File: src/rtl/pipe_pkg.sv
// pipe_pkg: debug FSM states and stage-register indices shared by the pipeline controller.
package pipe_pkg;
    typedef enum logic [1:0] {RUN, DRAIN, HALTED, EXITED} pipe_state_t;
    localparam int IF_IDX  = 0;
    localparam int ID_IDX  = 1;
    localparam int EX_IDX  = 2;
    localparam int MEM_IDX = 3;
    localparam int WB_IDX  = 4;
endpackage

File: src/rtl/mc_timer.sv
// mc_timer: counts EX cycles of a multi-cycle op; busy until its final cycle, done on that cycle.
module mc_timer #(
    parameter int MC_LAT = 34
) (
    input  logic clock,
    input  logic reset,
    input  logic mc_req,
    output logic busy,
    output logic done
);
    localparam int W = $clog2(MC_LAT);
    localparam logic [W-1:0] LAST = W'(MC_LAT - 1);
    logic [W-1:0] mc_cnt;
    assign done = mc_req && mc_cnt == LAST;
    assign busy = mc_req && !done;
    always_ff @(posedge clock or posedge reset)
        if (reset) mc_cnt <= '0;
        else mc_cnt <= busy ? mc_cnt + W'(1) : '0;
endmodule

File: src/rtl/pipe_ctrl.sv
// pipe_ctrl: per-stage stall/flush arbitration with multi-cycle EX timing and debug halt/drain/resume.
module pipe_ctrl #(
    parameter int STAGES = 5,
    parameter int EX_IDX = 2,
    parameter int MC_LAT = 34,
    parameter int CNT_W  = 32
) (
    input  logic              clock,
    input  logic              reset,
    input  logic              id_load_use_i,
    input  logic              id_branch_i,
    input  logic              ex_redirect_i,
    input  logic              mc_req_i,
    input  logic              exit_i,
    input  logic              halt_req_i,
    input  logic              resume_i,
    output logic [STAGES-1:0] stall_o,
    output logic [STAGES-1:0] flush_o,
    output logic              id_redirect_en_o,
    output logic              ex_redirect_en_o,
    output logic              mc_done_o,
    output logic              halted_o,
    output logic              exited_o,
    output logic [CNT_W-1:0]  stall_cycles_o
);
    import pipe_pkg::*;
    localparam int DW = $clog2(STAGES);
    localparam logic [DW-1:0] DRAIN_LAST = DW'(STAGES - 1);
    pipe_state_t state, state_nx;
    logic [DW-1:0] drain_cnt;
    logic mc_busy, hold, draining, exited;
    mc_timer #(.MC_LAT(MC_LAT)) u_mc_timer (
        .clock  (clock),
        .reset  (reset),
        .mc_req (mc_req_i),
        .busy   (mc_busy),
        .done   (mc_done_o)
    );
    // The halt request cycle already drains; the last drain cycle freezes the whole pipe.
    assign hold     = state == HALTED || state == EXITED || (state == DRAIN && drain_cnt == DRAIN_LAST);
    assign draining = !hold && (state == DRAIN || (state == RUN && halt_req_i));
    assign halted_o = state == HALTED || state == EXITED;
    assign exited_o = exited;
    always_comb begin
        stall_o = '0;
        flush_o = '0;
        id_redirect_en_o = 1'b0;
        ex_redirect_en_o = 1'b0;
        if (hold) stall_o = '1;
        else if (mc_busy) begin
            stall_o[EX_IDX:0] = '1;
            flush_o[EX_IDX+1] = 1'b1;
        end else if (ex_redirect_i) begin
            flush_o[ID_IDX] = 1'b1;
            flush_o[EX_IDX] = 1'b1;
            ex_redirect_en_o = 1'b1;
        end else if (id_load_use_i) begin
            stall_o[ID_IDX:IF_IDX] = '1;
            flush_o[EX_IDX] = 1'b1;
        end else if (id_branch_i) begin
            flush_o[ID_IDX] = 1'b1;
            id_redirect_en_o = 1'b1;
        end
        if (draining) begin
            stall_o[IF_IDX] = 1'b1;
            flush_o[ID_IDX] = !stall_o[ID_IDX];
            id_redirect_en_o = 1'b0;
            ex_redirect_en_o = 1'b0;
        end
    end
    always_comb begin
        state_nx = state;
        case (state)
            RUN:     state_nx = exit_i ? EXITED : halt_req_i ? DRAIN : RUN;
            DRAIN:   state_nx = exit_i ? EXITED : drain_cnt == DRAIN_LAST ? HALTED : DRAIN;
            HALTED:  state_nx = resume_i ? RUN : HALTED;
            default: state_nx = EXITED;
        endcase
    end
    always_ff @(posedge clock or posedge reset)
        if (reset) begin
            state        <= RUN;
            drain_cnt    <= '0;
            exited       <= 1'b0;
            stall_cycles_o <= '0;
        end else begin
            state     <= state_nx;
            drain_cnt <= state_nx == DRAIN ? drain_cnt + DW'(!mc_busy) : '0;
            exited    <= exited || state_nx == EXITED;
            if (stall_o[IF_IDX] && !(&stall_cycles_o)) stall_cycles_o <= stall_cycles_o + CNT_W'(1);
        end
endmodule
File: config.mk
export PLATFORM = sky130hd
export DESIGN_NAME = pipe_ctrl
export DESIGN_NICKNAME = d
export VERILOG_FILES = /design/src/rtl/pipe_pkg.sv /design/src/rtl/mc_timer.sv /design/src/rtl/pipe_ctrl.sv
export SDC_FILE = /design/constraint.sdc
export NUM_CORES = 1
export LEC_CHECK = 0
export CAP_MARGIN = 20
export CORE_UTILIZATION = 53
export DETAILED_ROUTE_END_ITERATION = 8
export GPL_TIMING_DRIVEN = 0
export MAX_ROUTING_LAYER = met4
export PLACE_DENSITY_LB_ADDON = 0.25
export RECOVER_POWER = 100
export SYNTH_ARGS = -nofsm -noshare
export SYNTH_HDL_FRONTEND = slang
export SYNTH_HIERARCHICAL = 1
export SYNTH_SLANG_ARGS = --single-unit
File: constraint.sdc
create_clock -name clock -period 4.7 [get_ports clock]
set_input_delay 0.94 -clock clock [delete_from_list [all_inputs] [get_ports clock]]
set_output_delay 0.94 -clock clock [all_outputs]
set_load 0.05 [all_outputs]
==> run summary, run 1 <==
The run finished with clean final reports. The count of buffers added on input and output ports is 53. The tools report the initial antenna violation count as 0.

The average via count per standard cell was 5.484; the y dimension of the die was 68.90 microns. The clock-pin slew on the worst setup and hold paths is 0.07 ns, and the share of the clock period used by the worst path is 94.66%. The first detailed-routing pass ran for 4 iterations.

Post-synthesis cell area: 2372 sq um. The mean area per synthesized cell is 10.36 sq um. CTS placed an instance of sky130_fd_sc_hd__clkbuf_8 at the clock tree root. The depth of the worst hold-timing path is 1.

Gates resized during post-CTS repair numbered 0. Buffers inserted to repair hold after CTS numbered 0. Summed over all nets, the half-perimeter wirelength after detailed placement is 3653 microns. Number of pins exceeding their max-slew limit in the final report: 0. The tools report the residual overflow from global routing as 0. For this run, design rule violations remaining after detail routing come to 0. IR analysis of the VDD net gives a maximum drop of 0.0003430 V. The number of storage elements in the synthesis netlist is 44, and the die boundary width is 68.90 microns. The tree built by TritonCTS fans out to 44 sinks. The share of layout cells above drive strength 1 came out at 8.935%.

The final critical delay including setup and external delays came out at 4.449 ns. The endpoint class of the critical path is an output pin. Highest achievable clock rate: 224.8 MHz.

The design draws 0.001007 W. Of all nets on the critical path, the largest fanout is 10. For the number of failing hold endpoints at the final stage, the log shows 0. The clock reaches the later pin of the worst-skew pair after 0.30 ns. The setup total negative slack is 0 ns.

The net count of the finished layout is 304. The number of global-route vias before repair was 1,835. TritonCTS built the clock tree.

Final setup violation count: 0. Across the run, the number of max-cap violations was 0. In this run the deepest clock path goes through 2 buffers. For the clock buffer count from CTS, the log shows 5. The tools report the number of distinct standard cells referenced by the synthesized netlist as 48. The startpoint type of the worst setup path was an input pin. For this design the static power due to leakage is 1.408 nW.

The pin count of the biggest net entering global routing is 39. The worst setup path is of the input pin to output pin kind. In this run the tightest slew margin relative to its limit is 5.400%. Once layout is complete, the utilization of the core stands at 73.31%.

The Yosys step of the flow raised 6 warnings. The power density over the cells works out to 331.5 nW/um^2. Setup repair after global routing left no endpoint under its margin.

Antenna cell count: 0. For the wire length of the first global-routing pass, the log shows 8107 microns. The H-tree was split into 2 levels. Once detail routing completed, the nets flagged for antenna violations numbered 0. Across every metal layer, demand over resource in global routing totals 24.31%. The number of cells on the worst reg-to-reg path is 8. The tools report the I/O pin count as 56. The number of buffers inserted to repair setup after CTS is 0.

Class of the most critical hold timing path: flop to flop. The final weighted congestion in routability-driven placement came out at 0.8080. The logs give 3.51 ns for the signal arrival time at the worst endpoint and 46.41% for the sequential element share of the synthesized area.

The final layout contains routed wiring with a total length of 4957 microns. The final route contains 1,870 vias. For this block, the initial DRC count from the detailed router was 94.

The logs give 229 for the post-synthesis cell count and 0.006657 ns for the clock skew after layout. The initialized floorplan defines 23 standard-cell rows. Dividing the detail-routed wire length by the instance count gives 14.54 microns. The effective utilization at floorplan is 57.25%, and the internal reg-to-reg setup slack is 1.87 ns. The floorplan step defined a die boundary enclosing 4747 sq um. For the pin with the worst max-slew slack, the measured transition is 1.417 ns. Core box area: 4144 sq um. For the worst setup path, the data required time is 3.76 ns. The area growth from synthesis to layout is 28.06%.
registers in the layout, indices dropped and copies added (netlist names):
| name | flops |
|---|---|
| drain_cnt | 3 |
| u_mc_timer/mc_cnt | 6 |
| state | 2 |
| stall_cycles_o | 32 |
| exited_o | 1 |
layout by cell type, fill, tap and decap left out, types with 6 or more instances in the layout:
cell                              count
sky130_fd_sc_hd__inv_1                9
sky130_fd_sc_hd__clkdlybuf4s50_1      7
sky130_fd_sc_hd__nand3_1             16
sky130_fd_sc_hd__nand2_1             15
sky130_fd_sc_hd__and3_1               7
sky130_fd_sc_hd__nor2_1              22
sky130_fd_sc_hd__dlygate4sd3_1       46
sky130_fd_sc_hd__dfrtp_1             44
sky130_fd_sc_hd__nand4_1             15
sky130_fd_sc_hd__clkbuf_1             8
sky130_fd_sc_hd__xor2_1               7
sky130_fd_sc_hd__xnor2_1             27
sky130_fd_sc_hd__clkbuf_8             6
metal layers:
layer	routed length [microns]	global-route usage (%)	vias to the layer above
met1	2244	28.10	897
met4	94	11.22	0
met3	188	3.947	10
li1	-	-	917
met2	2429	41.14	46
met5	0	-	-
Yosys cell counts, drive strengths merged:
cell	count	area share [%]
a21oi	4	1.0
or2	1	0.26
nand2b	1	0.26
or3	1	0.26
nor2	22	3.5
xor2	7	2.6
buf	6	1.9
nor3b	2	0.63
o2111ai	2	0.74
o211ai	1	0.32
inv	9	1.4
o21bai	1	0.32
ha	5	2.6
and2	5	1.4
nand3b	1	0.32
and3	8	2.2
and4	5	1.9
nand2	16	2.8
nand4b	1	0.37
o21a	1	0.32
o21ai	1	0.21
nor4	4	2.0
nand4	17	5.7
conb	1	0.16
a21o	1	0.37
dfrtp	44	46
nor2b	1	0.26
nand3	17	3.8
mux2	2	0.95
xnor2	27	10
clkbuf	5	0.79
nor3	6	1.7
nor4b	3	2.0
and4bb	1	0.53
area by class of cell:
class,instances,area [sq um]
multi-input combinational,166,1156
fill,329,1106
sequential,44,1101
timing repair buffer,53,530.5
clock buffer,8,90.09
buffer,11,63.81
tap,50,62.56
inverter,9,33.78
stage by stage:
| stage | instance area, sq um | instances | setup slack [ns] | hold slack (ns) |
|---|---|---|---|---|
| 5_1_grt | 3038 | 341 | 0.1053 | 0.5001 |
| 6_report | 3038 | 341 | 0.2508 | 0.4819 |
| 3_3_place_gp | 2969 | 333 | 0.3709 | 0.4698 |
| 4_1_cts | 3059 | 341 | 0.2993 | 0.4910 |
| 3_5_place_dp | 2969 | 333 | 0.3206 | 0.4612 |
| 2_1_floorplan | 2376 | 230 | 1.468 | 0.4762 |
final timing paths:
check | from | to
worst max-delay path | mc_req_i | stall_o[0]
worst min-delay path | exited_o$_DFF_PP0_ | exited_o$_DFF_PP0_
worst min register to register | exited_o$_DFF_PP0_ | exited_o$_DFF_PP0_
min in group asynchronous | reset | u_mc_timer/mc_cnt[2]$_DFF_PP0_
max in group asynchronous | reset | stall_cycles_o[13]$_DFFE_PP0P_
worst max register to register | u_mc_timer/mc_cnt[3]$_DFF_PP0_ | stall_cycles_o[1]$_DFFE_PP0P_
power breakdown:
part	internal, W	switching (W)	leakage [nW]
Combinational	0.000107	0.000191	0.781
Clock	0.000120	0.000120	0.0455
Sequential	0.000413	0.0000561	0.581
Total	0.000640	0.000367	1.41
logic make-up after synthesis:
logic type | share of synthesized area (%)
XOR/XNOR | 12.55
flip-flops | 46.41
buffers and inverters | 4.114
multiplexers | 0.9493
other | 0.1581
AND/OR/NAND/NOR | 29.91
adder cells (fa/ha/maj) | 2.637
AO/OA/AOI/OAI | 3.270
worst max-delay path: stages:
cell and delay [ns]:
sky130_fd_sc_hd__clkdlybuf4s50_1 0.49, sky130_fd_sc_hd__inv_1 0.05, sky130_fd_sc_hd__a21o_2 0.24, sky130_fd_sc_hd__inv_1 0.14, sky130_fd_sc_hd__nor4_1 0.09, sky130_fd_sc_hd__nand2_1 0.17
sky130_fd_sc_hd__clkbuf_1 0.47, sky130_fd_sc_hd__clkdlybuf4s50_1 0.91
Power figures use the tool's default switching activity.
==> run 2, diff against run 1 <==
Settings changed: CORE_MARGIN from default to 2.
==> run summary, run 2 (same netlist as run 1, synthesis figures left out) <==
Power spread over the standard cell area amounts to 326.0 nW/um^2. The flow ran to the end, and the final reports show no timing, DRC or antenna violations. Worst flop-to-flop path startpoint: u_mc_timer/mc_cnt[3]$_DFF_PP0_. The data required time of the critical path is 3.76 ns, and the placement-stage cell area is 2972 sq um. The worst slew margin relative to its limit came out at 4.498%. The depth of the worst hold-timing path is 1.

The signal on the critical path passes through clkdlybuf4s50_1 > inv_1 > a21o_2 > inv_1 > nor4_1 > nand2_1 > clkbuf_1 > dlygate4sd3_1. Final weighted congestion in routability-driven placement: 0.8529. For hold timing, the worst endpoint is stall_cycles_o[29]$_DFFE_PP0P_. Measured along the x axis, the die boundary spans 70.90 microns. Along the worst path, the maximum fanout reaches 10. The relative area change from synthesis to final layout is 27.48%.

The endpoint class of the critical path was an output pin. The critical path runs through a total of 8 cells. For the number of rows in the core area, the log shows 24.

The final critical delay including setup and external delays is 4.406 ns, and the maximum buffer depth of the clock tree is 2. The internal reg-to-reg setup slack was 1.92 ns; the number of buffers added on ports was 53. Clock-pin slew on the worst setup and hold paths: 0.08 ns. Together, buffers and inverters on the worst path number 5.

The detailed router used layers up to and including met4. The number of flip-flops under the largest register name is 32. Detail-routed net length per standard cell: 13.92 microns.

The signal arrival time at the worst endpoint was 3.47 ns; the core box area was 4324 sq um. Of the available clock period, the critical path in the final layout requires 93.74%. The logs give 1,793 for the number of global-route vias before repair and 54.86% for the effective utilization at floorplan.

For this design the static power due to leakage is 1.401 nW. The setup total negative slack is 0 ns. The path type of the worst setup path is input pin to output pin. TritonCTS built the clock tree.

The leading cell type in the layout, fill and taps excluded was sky130_fd_sc_hd__dlygate4sd3_1. The slowest cell on the critical path is sky130_fd_sc_hd__dlygate4sd3_1. Among cell families on the critical path, the largest total delay comes from buffers and inverters. Across the routed clock network, the largest skew measured is 0.004208 ns.

The I/O pin count came out at 56. After detailed placement, the design holds a cell count of 335. The class of the most critical hold timing path is flop to flop. The tools report the max capacitance violation total as 0. The number of hold buffers added after CTS was 0. Based on the critical path, the design can be clocked at up to 227.0 MHz.

For this run, the detailed router's first-pass iteration total came to 4. Once the clock tree was built, the resizer swapped 0 gates to a different size. CTS placed an instance of sky130_fd_sc_hd__clkbuf_8 at the clock tree root. At the pin with the least slew margin, the transition time is 1.431 ns. Measured along the y axis, the die boundary spans 70.90 microns. For the total routed wire length on the met1 layer, the log shows 2135 microns. For this run the aggregate overflow at the end of global routing stands at 0. Total number of H-tree levels: 2. Setup repair after global routing left no endpoint under its margin. The tools report the remaining routing DRC violations as 0. The number of buffers inserted to repair setup after CTS came out at 0. For this block, the routed nets add up to 4760 microns of wire.

Detailed routing placed a total of 2384 microns of wire on met2. Global routing used 21.32% of the available tracks. Of the cells placed in the final design, the portion with a size suffix greater than 1 is 8.621%. The die area came out at 5027 sq um.

The clock buffer count from CTS was 5. The capture point of the worst reg-to-reg path is stall_cycles_o[1]$_DFFE_PP0P_. The largest registers in the layout are stall_cycles_o: 32 flops, u_mc_timer/mc_cnt: 6 flops, drain_cnt: 3 flops.

The top cell types in the final layout, fill and taps aside, are sky130_fd_sc_hd__dlygate4sd3_1, sky130_fd_sc_hd__dfrtp_1, sky130_fd_sc_hd__xnor2_1. Across the VDD grid, the largest voltage drop is 0.0004060 V. Number of failing hold endpoints at the final stage: 0. The number of pins exceeding their max-slew limit in the final report was 0. The critical path's most frequent cell is sky130_fd_sc_hd__inv_1. The number of sinks driven by the clock tree was 44; the vias after detailed routing was 1,872.

The routed wire length on met3 is 184 microns. Counting flops per register, the top entry is stall_cycles_o. Measured in cells, the most critical reg-to-reg path has a length of 8. The logs give 8266 microns for the wire length of the first global-routing pass and 98 for the DRC violation total after the first TritonRoute iteration. For the worst-skew pair, the clock arrives at the later sink with an insertion delay of 0.29 ns.

The wire-length estimate of the detail-placed layout is 3565 microns. For the final setup violation count, the log shows 0. The startpoint type of the worst setup path is an input pin. Dividing the detail-routed via count by the number of cells gives 5.474. Leaving out filler cells and counting taps, the final layout contains 342. The final design area excluding fillers was 3024 sq um; the final layout net count was 304. 0 antenna diodes ended up in the layout. The detail route stage leaves a number of antenna-violating nets equal to 0. The largest single stage delay on the critical path is 0.94 ns.

The initial antenna violation count was 0; the pin count of the biggest net entering global routing was 39. The worst hold path begins at stall_cycles_o[29]$_DFFE_PP0P_.
-- run 2: changes by cell type in the layout (fill, tap and decap cells not counted), sizes merged --
cell           before  now
clkinv              0    1
clkbuf             14   12
clkdlybuf4s50       7    6
dlygate4sd3        46   47
-- run 2: worst max-delay path by stage --
stage | slack [ns] | to | from
floorplan | 1.47 | flush_o[2] | mc_req_i
global placement | 0.38 | stall_o[0] | mc_req_i
detailed placement | 0.36 | stall_o[0] | mc_req_i
CTS | 0.31 | stall_o[0] | mc_req_i
global route | 0.14 | stall_o[0] | mc_req_i
finish | 0.29 | stall_o[0] | mc_req_i
-- run 2: worst reg2reg max path, stage by stage (launching register included) --
cell and delay (ns):
sky130_fd_sc_hd__dfrtp_1 0.42, sky130_fd_sc_hd__nor4b_1 0.42, sky130_fd_sc_hd__a21o_2 0.27, sky130_fd_sc_hd__inv_1 0.11, sky130_fd_sc_hd__nor4_1 0.37, sky130_fd_sc_hd__nand2_1 0.25
sky130_fd_sc_hd__clkbuf_1 0.30, sky130_fd_sc_hd__nand2_1 0.18, sky130_fd_sc_hd__mux2_2 0.34
-- run 2: area by class of cell --
type / count / area [sq um]
plain buffers: 11 / 63.81
flip-flops and latches: 44 / 1101
well taps: 52 / 65.06
clock inverters: 1 / 5.005
inverters: 9 / 33.78
clock buffers: 6 / 72.57
fillers: 358 / 1300
multi-input cells: 166 / 1152
repair buffers: 53 / 530.5
-- run 2: layer usage --
metal	vias to the layer above	track usage, %
li1	921	-
met1	903	27.95
met4	0	6.080
met5	-	-
met3	7	3.846
met2	41	34.27
-- run 2: power by group --
part	switching, W	leakage [nW]	internal [W]	total (W)
sequential	0.0000526	0.581	0.000413	0.000466
clock	0.000122	0.0410	0.000101	0.000223
combinational	0.000190	0.779	0.000107	0.000297
total	0.000365	1.40	0.000621	0.000986
-- run 2: through the flow --
stage / hold slack [ns] / power [W] / util, % / worst slack [ns]
2_1_floorplan: 0.4762 / 0.0006867 / - / 1.468
3_3_place_gp: 0.4674 / 0.0007828 / 68.72 / 0.3793
3_5_place_dp: 0.4683 / 0.0007856 / 68.72 / 0.3565
4_1_cts: 0.4914 / 0.001006 / 70.52 / 0.3133
5_1_grt: 0.5171 / 0.001038 / 69.94 / 0.1414
6_report: 0.4871 / 0.0009858 / 69.94 / 0.2943
==> run 3, diff against run 2 <==
Settings changed: REMOVE_ABC_BUFFERS from default to 1.
==> run summary, run 3 (same netlist as run 1, synthesis figures left out) <==
The run finished with clean final reports. The logs give 1.385 nW for the standby leakage power and 4717 microns for the final wirelength. Core box area: 4324 sq um. In the final timing run, aggregate negative setup slack is 0 ns.

For the final database, setup skew stands at 0.006489 ns. The relative area change from synthesis to final layout was 26.27%; the maximum single-stage delay on the critical path was 0.82 ns. The floorplan step defined a die boundary enclosing 5027 sq um.

At the end of routability-driven placement, the weighted congestion stood at 0.8239. The count of nets left with antenna violations once routing finished came out at 0. For this run, the number of standard cells in the final layout without fillers is 332.

The clock-pin slew on the worst setup and hold paths was 0.08 ns. The number of flip-flops under the largest register name was 32. The layout has 346 filler cells. In this run the vertical extent of the chip is 70.90 microns. Entering global routing, the biggest net connects 39 pins. For the worst flop-to-flop path, the logic depth is 8.

In the final design database the tool counted 293 nets. In the final layout, the share of cells above drive strength 1 is 7.857%. The run gives 1154 sq um as the area of the multi-input gates. Hold is met by 0.4713 ns.

Summed over all layers, the global routing overflow is 0. The wire length of the first global-routing pass is 8369 microns, and the post-layout total power is 0.001047 W. In this run the worst path has a maximum fanout of 24. Summed over all nets, the half-perimeter wirelength after detailed placement is 3424 microns. Setup repair after global routing left no endpoint under its margin.

The number of buffers added on ports was 53. Data arrives at the worst endpoint at 3.38 ns. In the final routed layout, each cell accounts on average for 14.21 microns.

0 antenna diodes ended up in the layout. TritonCTS built the clock tree. The critical path goes through clkdlybuf4s50_1 > inv_1 > a21o_1 > inv_1 > nor4_1 > nand2_2 > clkdlybuf4s50_1. DRC violation total after the first TritonRoute iteration: 52. For this configuration, the core starts out at a cell density of 54.86%. The number of sinks driven by the clock tree came out at 44. Based on the critical path, the design can be clocked at up to 231.4 MHz.

The worst path uses 91.95% of the clock period. The worst setup path is captured at an output pin. Depth of the worst hold-timing path: 1.

The clock period could shrink to 4.322 ns. At the end of the flow the core is filled with cells to 69.27%. For flop-to-flop paths, the worst setup slack is 1.85 ns. STA puts the critical path data required time at 3.76 ns. The critical path runs through a total of 7 cells.

The slew at the pin with the worst max-slew slack came out at 1.399 ns. Setup violations remaining at the end of the flow were counted as 0. The maximum buffer depth of the clock tree was 2; the total global routing track utilization was 21.45%. STA classifies the critical path startpoint as an input pin. The buffering stage count on the worst path with inverters included is 4. The logs give 2 for the total number of H-tree levels and 0 for the remaining routing DRC violations. In the routed layout, each cell is associated on average with a via count of 5.584. TritonCTS created 5 clock buffers. The leading cell type in the layout, fill and taps excluded was sky130_fd_sc_hd__dlygate4sd3_1. The logs give 1,771 for the number of global-route vias before repair and 4 for the number of detailed-routing iterations run before antenna repair. The tools report the vias after detailed routing as 1,854.

After floorplanning, the core was divided into 24 placement rows. The number of pins exceeding their max-slew limit in the final report came out at 0. The worst hold path belongs to the class flop to flop. During I/O placement, the number of pins put on the boundary was 56. The worst vdd rail ir drop came out at 0.0003463 V.

For the worst slew margin relative to its limit, the log shows 6.656%. The root buffer cell chosen for the clock tree is sky130_fd_sc_hd__clkbuf_8. The initial antenna violation count came out at 0.

At the later pin of the worst-skew pair, clock insertion delay measures 0.30 ns. Die boundary width: 70.90 microns. For this design, the CTS-stage hold fixing added 0 buffers.

In the layout the commonest cells are sky130_fd_sc_hd__dlygate4sd3_1, sky130_fd_sc_hd__dfrtp_1, sky130_fd_sc_hd__xnor2_1. Max capacitance violation total: 0. The kind of cell with the highest combined delay along the critical path is buffers and inverters. The slowest cell on the critical path is sky130_fd_sc_hd__clkdlybuf4s50_1.

The run gives 0 as the number of failing hold endpoints at the final stage. The largest registers in the layout are stall_cycles_o: 32 flops, u_mc_timer/mc_cnt: 6 flops, drain_cnt: 3 flops. The power density over the cells works out to 349.4 nW/um^2. Path type of the worst setup path: input pin to output pin.

stall_cycles_o holds more flip-flops than any other register. The sequential cells in the finished layout cover a total of 1101 sq um. The number of placed instances, taps included, is 324.
run 3: cell type report:
cell class / count / area share, %
tap: 52 / 2.172
sequential: 44 / 36.76
inverter: 9 / 1.128
timing repair buffer: 53 / 17.71
clock buffer: 5 / 2.297
clock inverter: 3 / 1.420
multi-input combinational: 166 / 38.51
run 3: worst register-to-register path: stages, from the launching register on:
cell and delay (ns):
sky130_fd_sc_hd__dfrtp_1 0.41, sky130_fd_sc_hd__nor4b_1 0.41, sky130_fd_sc_hd__a21o_1 0.31, sky130_fd_sc_hd__inv_1 0.12, sky130_fd_sc_hd__nor4_1 0.40, sky130_fd_sc_hd__nand2_2 0.41
sky130_fd_sc_hd__and4_1 0.45, sky130_fd_sc_hd__nand3b_1 0.15, sky130_fd_sc_hd__xnor2_1 0.13
run 3: repair_timing:
action / 4_1_cts / 5_1_grt
resized for setup: 0 / 1
endpoints found under the setup margin: 0 / 1
endpoints found under the hold margin: 0 / 0
buffers inserted: 0 / 0
run 3: path summary, 6_finish.rpt:
kind	to	from
max	stall_o[0]	mc_req_i
min	exited_o$_DFF_PP0_	exited_o$_DFF_PP0_
max reg2reg	stall_cycles_o[24]$_DFFE_PP0P_	u_mc_timer/mc_cnt[4]$_DFF_PP0_
min reg2reg	exited_o$_DFF_PP0_	exited_o$_DFF_PP0_
max in group asynchronous	stall_cycles_o[2]$_DFFE_PP0P_	reset
min in group asynchronous	u_mc_timer/mc_cnt[5]$_DFF_PP0_	reset
run 3: stage by stage:
stage / instance area [sq um] / setup WS, ns
after floorplan: 2312 / 1.373
after global placement: 2908 / 0.3111
after detailed placement: 2908 / 0.2575
after CTS: 3019 / 0.2389
after global routing: 2995 / 0.1224
final: 2995 / 0.3784
run 3: report_power, final:
group	leakage (nW)	internal, W	switching (W)
Clock	0.0541	0.000157	0.000128
Sequential	0.581	0.000413	0.0000572
Combinational	0.750	0.000103	0.000188
run 3: layer usage:
metal | GRT usage, % | up-vias | wire length, microns
li1 | - | 892 | -
met1 | 28.32 | 920 | 2166
met2 | 33.44 | 35 | 2303
met3 | 5.271 | 7 | 194
met4 | 5.660 | 0 | 53
met5 | - | - | 0
